`config.mk`:
```
export PLATFORM = sky130hd
export DESIGN_NAME = fos_inverse_seq_v1
export DESIGN_NICKNAME = d
export VERILOG_FILES = /design/src/rtl/fos_inverse_seq_v1.sv
export SDC_FILE = /design/constraint.sdc
export NUM_CORES = 1
export LEC_CHECK = 0
export CAP_MARGIN = 30
export CORE_MARGIN = 2
export CORE_UTILIZATION = 55
export CTS_CLUSTER_DIAMETER = 100
export DETAILED_ROUTE_END_ITERATION = 6
export PLACE_DENSITY = 0.75
export RECOVER_POWER = 25
export SETUP_SLACK_MARGIN = 0.02
export SKIP_LAST_GASP = 1
export SYNTH_ARGS = -nofsm -noshare
export SYNTH_HDL_FRONTEND = slang
export SYNTH_SLANG_ARGS = --single-unit
```
`constraint.sdc`:
```
create_clock -name clk -period 5.9 [get_ports clk]
set_input_delay 0.885 -clock clk [delete_from_list [all_inputs] [get_ports clk]]
set_output_delay 0.885 -clock clk [all_outputs]
set_load 0.02 [all_outputs]
```
`src/rtl/fos_inverse_seq_v1.sv`:
```
// Inverse first-order-section filter: x[k] = y[k] + a1*y[k-1] + x[k-1].
// One product per sample from an iterative radix-4 Booth multiplier.
module fos_inverse_seq_v1 #(
    parameter int WIDTH = 32,
    parameter int FRAC  = 30
) (
    input  logic             clk,
    input  logic             reset,
    input  logic [WIDTH-1:0] y_in,
    input  logic [WIDTH-1:0] a1,
    input  logic             in_valid,
    output logic             in_ready,
    output logic [WIDTH-1:0] x_out,
    output logic             out_valid,
    input  logic             out_ready,
    output logic             busy
);

    typedef enum logic [1:0] {IDLE, MULT, ADD, DONE} state_t;

    state_t state, state_nx;

    logic [WIDTH-1:0]          y_cur;
    logic [WIDTH-1:0]          y_prev;
    logic [WIDTH-1:0]          x_prev;
    logic [WIDTH-1:0]          x_reg;
    logic [WIDTH-1:0]          sum;
    logic [WIDTH:0]            booth_q;
    logic signed [2*WIDTH-1:0] mcand;
    logic signed [2*WIDTH-1:0] acc;
    logic signed [2*WIDTH-1:0] partial;
    logic [3:0]                iter;

    // Booth digit from the low three bits of the shifting multiplier window
    always_comb begin
        partial = '0;
        unique case (booth_q[2:0])
            3'b001, 3'b010: partial = mcand;
            3'b011:         partial = mcand <<< 1;
            3'b100:         partial = -(mcand <<< 1);
            3'b101, 3'b110: partial = -mcand;
            default:        partial = '0;
        endcase
    end

    assign sum = y_cur + acc[FRAC+WIDTH-1:FRAC] + x_prev;

    always_comb begin
        state_nx = state;
        unique case (state)
            IDLE: if (in_valid) state_nx = MULT;
            MULT: if (iter == 4'd15) state_nx = ADD;
            ADD:  state_nx = DONE;
            DONE: if (out_ready) state_nx = IDLE;
            default: state_nx = IDLE;
        endcase
    end

    always_ff @(posedge clk) begin
        if (reset) state <= IDLE;
        else       state <= state_nx;
    end

    always_ff @(posedge clk) begin
        if (reset) begin
            y_cur   <= '0;
            y_prev  <= '0;
            x_prev  <= '0;
            x_reg   <= '0;
            booth_q <= '0;
            mcand   <= '0;
            acc     <= '0;
            iter    <= '0;
        end else begin
            unique case (state)
                IDLE: begin
                    if (in_valid) begin
                        y_cur   <= y_in;
                        booth_q <= {a1, 1'b0};
                        mcand   <= {{WIDTH{y_prev[WIDTH-1]}}, y_prev};
                        acc     <= '0;
                        iter    <= '0;
                    end
                end
                MULT: begin
                    acc     <= acc + partial;
                    mcand   <= mcand <<< 2;
                    booth_q <= {booth_q[WIDTH], booth_q[WIDTH], booth_q[WIDTH:2]};
                    iter    <= iter + 4'd1;
                end
                ADD: begin
                    x_reg  <= sum;
                    y_prev <= y_cur;
                    x_prev <= sum;
                end
                default: ;
            endcase
        end
    end

    assign in_ready  = (state == IDLE) && !reset;
    assign out_valid = (state == DONE);
    assign busy      = (state != IDLE);
    assign x_out     = x_reg;

endmodule
```
==> run_results.csv, run 1 <==
group,metric,value,unit
synth,synth-async-reset-ratio,0,%
route,drt_pass1_iterations,6,
synth,synth_top_cell_area_share,28.0,%
grt,grtUsageMet2,50.8,%
final_layout,layout_common_cells,"nor2_1, dfxtp_1, nand2_1",
synth,synth_edf_count,0,
final_layout,multi_input_area,12500,um^2
floorplan,dieArea,35100,um^2
placement,dpl.hpwl,40300,um
synth,synthCells,2371,
timing,min_period,5.61,ns
timing,hold_violations,0,
route,vias,17400,
placement,portBuffers,102,
synth,syn_area,18500,um^2
floorplan,core-area,33400,um^2
setup_path,arrival,6.06,ns
synth,yosysSeqAreaShare,28.0,%
setup_path,cp_max_fo,8,
final_layout,diodes,0,
grt,antenna_found_initial,0,
worst_hold_path,hold_class,"register to register",
clocking,cts.htree.levels,1,
clocking,clkSinkCount,259,
route,vias_per_cell,6.16,
final_layout,fin_nets,2560,
clocking,clkTransAtPathRegs,0.06,ns
synth,syn_avg_cell_area,7.81,um^2
clocking,ctsHoldBuffers,0,
floorplan,die_h,187,um
final_layout,fin_util,62.5,%
route,wirelength,54900,um
worst_hold_path,hp-start,"acc[20]$_SDFFE_PP0P_",
synth,ys_seq_elements,259,
power,p_per_area,503,nW/um^2
synth,yosys-top-cells-area,"dfxtp_1, ha_1, a21oi_1, nor2_1, mux2i_1",
grt,grt.busiest_layer,"met2",
clocking,clk_latency,0.58,ns
synth,synth_top_family_by_area,"compound AO/OA/AOI/OAI gates",
grt,grt_first_pass_wirelength,88100,um
timing,fin_hold_ws,0.488,ns
floorplan,initial_core_util,55.5,%
setup_path,crit_start,"mcand[14]$_SDFFE_PP0P_",
synth,synth_mux_area_share,5.91,%
grt,grt_max_degree,86,
clocking,cts_tree,"yes",
timing,post-route-period-util,95.1,%
synth,synth_largest_area_cell,"dfxtp_1",
timing,worstMarginPinSlew,3.52,ns
grt,globalRouteMet3Util,4.00,%
route,drc,0,
synth,synthSimpleGateAreaFrac,18.9,%
route,first_iter_violations,1432,
final_layout,seq_area,5190,um^2
setup_path,cp-start-kind,"register",
setup_path,cp.required,6.35,ns
grt,first_global_vias,16400,
setup_path,crit_path_end_kind,"register",
final_layout,fill_cells,2960,
power,leakagePower,8.39,nW
run,maxCapViolations,5,
floorplan,die_x,187,um
final_layout,final_cell_area,20900,um^2
status,outcome,"finished, violations left",
timing,final_max_slew_viol_count,220,
status,violations,"max-capacitance violations, max-slew violations",
synth,yosys.area_share.adder,10.1,%
grt,grt-ovfl-total,0,
synth,ys.flop_type,"dfxtp_1",
timing,final.setup.tns,0,ns
grt,grt_util_all_layers,30.5,%
timing,slew_headroom,-134,%
timing,grt_setup_unrepaired,"yes",
synth,yosys_warnings,0,
setup_path,reg2reg_from,"mcand[14]$_SDFFE_PP0P_",
clocking,cts_buffers,30,
floorplan,ios,103,
final_layout,layout_commonest_cell,"nor2_1",
synth,syn_nets,2569,
synth,ys_types,73,
timing,setup_viol,0,
setup_path,worstSetupPathType,"register to register",
clocking,cts-root-buf,"clkbuf_16",
route,wl_per_cell,19.4,um
route,postRouteAntennaNets,0,
power,vdd_ir_drop_max,0.456,mV
final_layout,drive_gt1_share,6.71,%
clocking,clock_path_buffers,3,
floorplan,placementRows,67,
placement,place_area,19800,um^2
placement,place.gp.congestion,0.976,
grt,use_met1,40.4,%
synth,synth-xor-area-share,7.95,%
synth,synth_compound_area_share,24.4,%
timing,max_freq,178,MHz
final_layout,area_growth,12.8,%
timing,finalClockSkew,0.0207,ns
area by class of cell:
| type | instances | area share [%] |
|---|---|---|
| Clock buffer | 36 | 3.80 |
| Clock inverter | 19 | 1.09 |
| Inverter | 30 | 0.540 |
| Multi-Input combinational cell | 1885 | 60.1 |
| Sequential cell | 259 | 24.9 |
| Tap cell | 448 | 2.69 |
| Timing Repair Buffer | 156 | 6.97 |
worst paths after layout:
path | to | depth (start not counted) | slack, ns
worst max-delay path | acc[61]$_SDFFE_PP0P_ | 23 | 0.29
worst min-delay path | acc[20]$_SDFFE_PP0P_ | 2 | 0.49
worst max register to register | acc[61]$_SDFFE_PP0P_ | 23 | 0.29
worst min register to register | acc[20]$_SDFFE_PP0P_ | 2 | 0.49
Yosys cell counts, drive strengths merged (48+ instances only):
cell / count
xnor2: 100
a21o: 53
a22oi: 107
a21oi: 204
nor2: 264
dfxtp: 259
a211oi: 48
clkbuf: 176
nor3: 66
ha: 97
nand2: 248
mux2i: 98
o21ai: 147
xor2: 68
where the power goes:
part	internal, mW	total (mW)	switching [mW]
clock network	1.14	1.94	0.802
logic	2.26	5.91	3.64
registers	2.13	2.65	0.512
total	5.53	10.5	4.96
what timing repair did:
action,in CTS,in global routing
gates resized for setup,0,16
buffers inserted,0,1
hold endpoints to repair,0,0
endpoints found under the setup margin,0,10
sequential cells by signal, summed over array words and instances (netlist names):
| register | flops |
|---|---|
| iter | 4 |
| x_out | 32 |
| mcand | 62 |
| acc | 62 |
| state | 2 |
| y_cur | 32 |
| y_prev | 32 |
| booth_q | 33 |
through the flow:
step | setup slack, ns | std cells | power [mW]
5_1_grt | 0.0204 | 2833 | 11.2
6_report | 0.289 | 2833 | 10.5
2_1_floorplan | 0.577 | 2371 | 6.81
3_5_place_dp | 0.0662 | 2777 | 8.46
4_1_cts | 0.0715 | 2832 | 10.4
3_3_place_gp | 0.177 | 2774 | 8.32
cell families (layout without fill, tap and decap cells):
family	after synthesis	count (layout)
AOI/OAI and AO/OA	714	714
and+or+nand+nor	765	765
muxes	108	108
adders and majority gates	130	130
xor gates and xnor gates	168	168
buffers and inverters	227	241
DFF	259	259
critical path, cell delays in order, from the launching register on:
cell	delay, ns
dfxtp_1	0.40
or4_1	0.59
nor3_2	0.22
and4_2	0.40
nand2_1	0.15
nor3_1	0.16
buf_4	0.16
nand2_1	0.07
nor4_1	0.35
xnor2_1	0.17
a221oi_1	0.27
a21oi_1	0.12
ha_1	0.44
nand2_1	0.10
nor2_1	0.25
nand3_1	0.11
a21oi_1	0.28
a31o_2	0.20
o31ai_1	0.07
buf_4	0.18
o21ai_2	0.22
mux2i_1	0.10
a2111oi_0	0.41
a31oi_1	0.07
metal layers:
metal	wire [um]	part of all wire (%)
met1	24000	44
met2	25400	46
met3	3270	6.0
met4	2240	4.1
met5	0	0
Note: power is estimated with default switching activity, not from simulation.
==> inputs of run 2 (changes only) <==
Clock period 5.9 ns to 6.5 ns, I/O delays scaled along.
==> run 2 against run 1 <==
The flow still finishes with violations (max-capacitance violations, max-slew violations). Count of clock-buffer cells in the layout is 10 higher. Total power is 9.3% lower. Sequential power is 8.3% lower. Combinational power is 11% lower. Cell area is 0.77% lower. Utilization is 0.48 points lower. Register-to-register slack better by 0.10 ns.
==> run_results.csv, run 2 (same netlist as run 1, synthesis figures left out) <==
group,metric,value,unit
status,outcome,"finished, violations left",
status,violations,"max-capacitance violations, max-slew violations",
floorplan,die_x,187,um
grt,grt_max_degree,89,
worst_hold_path,hold_class,"register to register",
clocking,clkTransAtPathRegs,0.06,ns
final_layout,multi_input_area,12500,um^2
setup_path,cp.required,6.90,ns
setup_path,arrival,6.50,ns
setup_path,cp-start-kind,"register",
power,leakagePower,8.31,nW
floorplan,core-area,33400,um^2
timing,min_period,6.11,ns
clocking,ctsResizeCount,0,
final_layout,reg.largest.list,"acc (62), mcand (62), booth_q (33)",
setup_path,worstSetupPathType,"register to register",
route,wl_per_cell,19.6,um
final_layout,seq_area,5190,um^2
placement,pre_cts_ws,0.531,ns
timing,max_freq,164,MHz
floorplan,initial_core_util,55.5,%
placement,portBuffers,102,
floorplan,ios,103,
route,drc,0,
timing,final_max_slew_viol_count,182,
clocking,post_cts_buffers,0,
floorplan,die_h,187,um
run,maxCapViolations,4,
grt,grt_util_all_layers,31.1,%
placement,place.gp.congestion,1.00,
route,drt_pass1_iterations,5,
timing,post-route-period-util,93.9,%
route,postRouteAntennaNets,0,
timing,worstMarginPinSlew,3.57,ns
final_layout,layout_common_cells,"nor2_1, dfxtp_1, nand2_1",
timing,setup_viol,0,
clocking,clock_path_buffers,3,
setup_path,crit_family,"compound AO/OA/AOI/OAI gates",
grt,grt_first_pass_wirelength,89300,um
grt,grt-ovfl-total,0,
timing,hold_violations,0,
setup_path,max_stage_delay,0.58,ns
clocking,cts_tree,"yes",
clocking,clk_latency,0.52,ns
placement,dp.cells,2756,
setup_path,cp_max_fo,11,
timing,slew_headroom,-138,%
power,p_per_area,460,nW/um^2
clocking,ctsHoldBuffers,0,
route,vias_per_cell,6.20,
power,vdd_ir_drop_max,0.389,mV
floorplan,placementRows,67,
timing,finalClockSkew,0.0203,ns
placement,dpl.hpwl,40400,um
setup_path,slowest_stage,"or4_4",
setup_path,crit_path_end_kind,"register",
route,vias,17500,
timing,grt_setup_unrepaired,"no",
final_layout,fin_nets,2542,
setup_path,cp_num_buf_inv,0,
clocking,cts.htree.levels,2,
setup_path,crit_chain,"or4_4, or3_1, or3_1, or3_1, or3_1, nor3_2, xnor2_1, a221oi_1, a31oi_1, ha_1, a21oi_1, o21ai_0, a221o_1, a21oi_1, o21ai_1, a31o_2, a211oi_1, o41a_1, o21bai_1, xnor2_1, o21ai_0",
timing,fin_ws,0.393,ns
floorplan,dieArea,35100,um^2
timing,final.setup.tns,0,ns
route,wirelength,55300,um
clocking,cts_buffers,34,
grt,antenna_found_initial,0,
grt,first_global_vias,16600,
route,first_iter_violations,1356,
final_layout,layout_commonest_cell,"nor2_1",
final_layout,fill_cells,3034,
final_layout,fin_util,62.1,%
clocking,clkSinkCount,259,
final_layout,area_growth,11.9,%
final_layout,drive_gt1_share,5.62,%
final_layout,finalNonFillerCells,2816,
setup_path,crit_top_cell,"or3_1",
clocking,cts-root-buf,"clkbuf_16",
==> run 2: cell types whose count changed in the layout (fill, tap and decap cells not counted), moves of 2 or more <==
cell / before / now
o21ai_0: 131 / 133
nor3_1: 61 / 63
buf_4: 46 / 27
clkbuf_8: 2 / 6
buf_12: 2 / 0
clkinv_4: 3 / 1
clkbuf_16: 30 / 35
bufinv_16: 4 / 1
nor3_2: 5 / 3
o21ai_2: 3 / 1
==> run 2: worst reg2reg max path: cells and delay by family (launching register included) <==
family,cells,cell delay [ns]
DFF,1,0.42
AOI/OAI and AO/OA,12,2.63
xor gates and xnor gates,2,0.22
and+or+nand+nor,6,2.32
adders and majority gates,1,0.41
==> run 2: layer usage <==
layer  GRT usage [%]  up-vias  wire length [um]
li1                -     8429                 -
met1            40.4     8318             23800
met2            50.5      561             25000
met3            4.75      160              3430
met4            15.6        0              3090
met5               0        -                 0
==> run 2: area by class of cell <==
cell class | instances | share of cell area [%]
multi-input cells | 1885 | 60.2
repair buffers | 134 | 6.18
well taps | 448 | 2.71
clock inverters | 13 | 0.538
inverters | 30 | 0.544
flip-flops and latches | 259 | 25.1
diodes | 1 | 0.0121
clock buffers | 46 | 4.72
==> run 2: power breakdown <==
| part | internal, mW | switching, mW |
|---|---|---|
| clock network | 1.10 | 0.734 |
| registers | 1.94 | 0.493 |
| logic | 1.98 | 3.27 |
| total | 5.02 | 4.50 |
==> run 2: path summary, 6_finish.rpt <==
| kind | endpoint | cells past startpoint | from | slack, ns |
|---|---|---|---|---|
| max | acc[56]$_SDFFE_PP0P_ | 21 | mcand[4]$_SDFFE_PP0P_ | 0.39 |
| min | y_cur[31]$_SDFFE_PP0P_ | 2 | y_cur[31]$_SDFFE_PP0P_ | 0.49 |
| max reg2reg | acc[56]$_SDFFE_PP0P_ | 21 | mcand[4]$_SDFFE_PP0P_ | 0.39 |
| min reg2reg | y_cur[31]$_SDFFE_PP0P_ | 2 | y_cur[31]$_SDFFE_PP0P_ | 0.49 |
==> run 2: metrics by stage <==
step	total power, mW	hold WS, ns	instance area, um^2
final	9.52	0.492	20700
after global routing	10.2	0.513	20700
after CTS	9.47	0.489	20700
after detailed placement	7.61	0.479	19600
after global placement	7.48	0.455	19600
after floorplan	6.18	0.432	18500
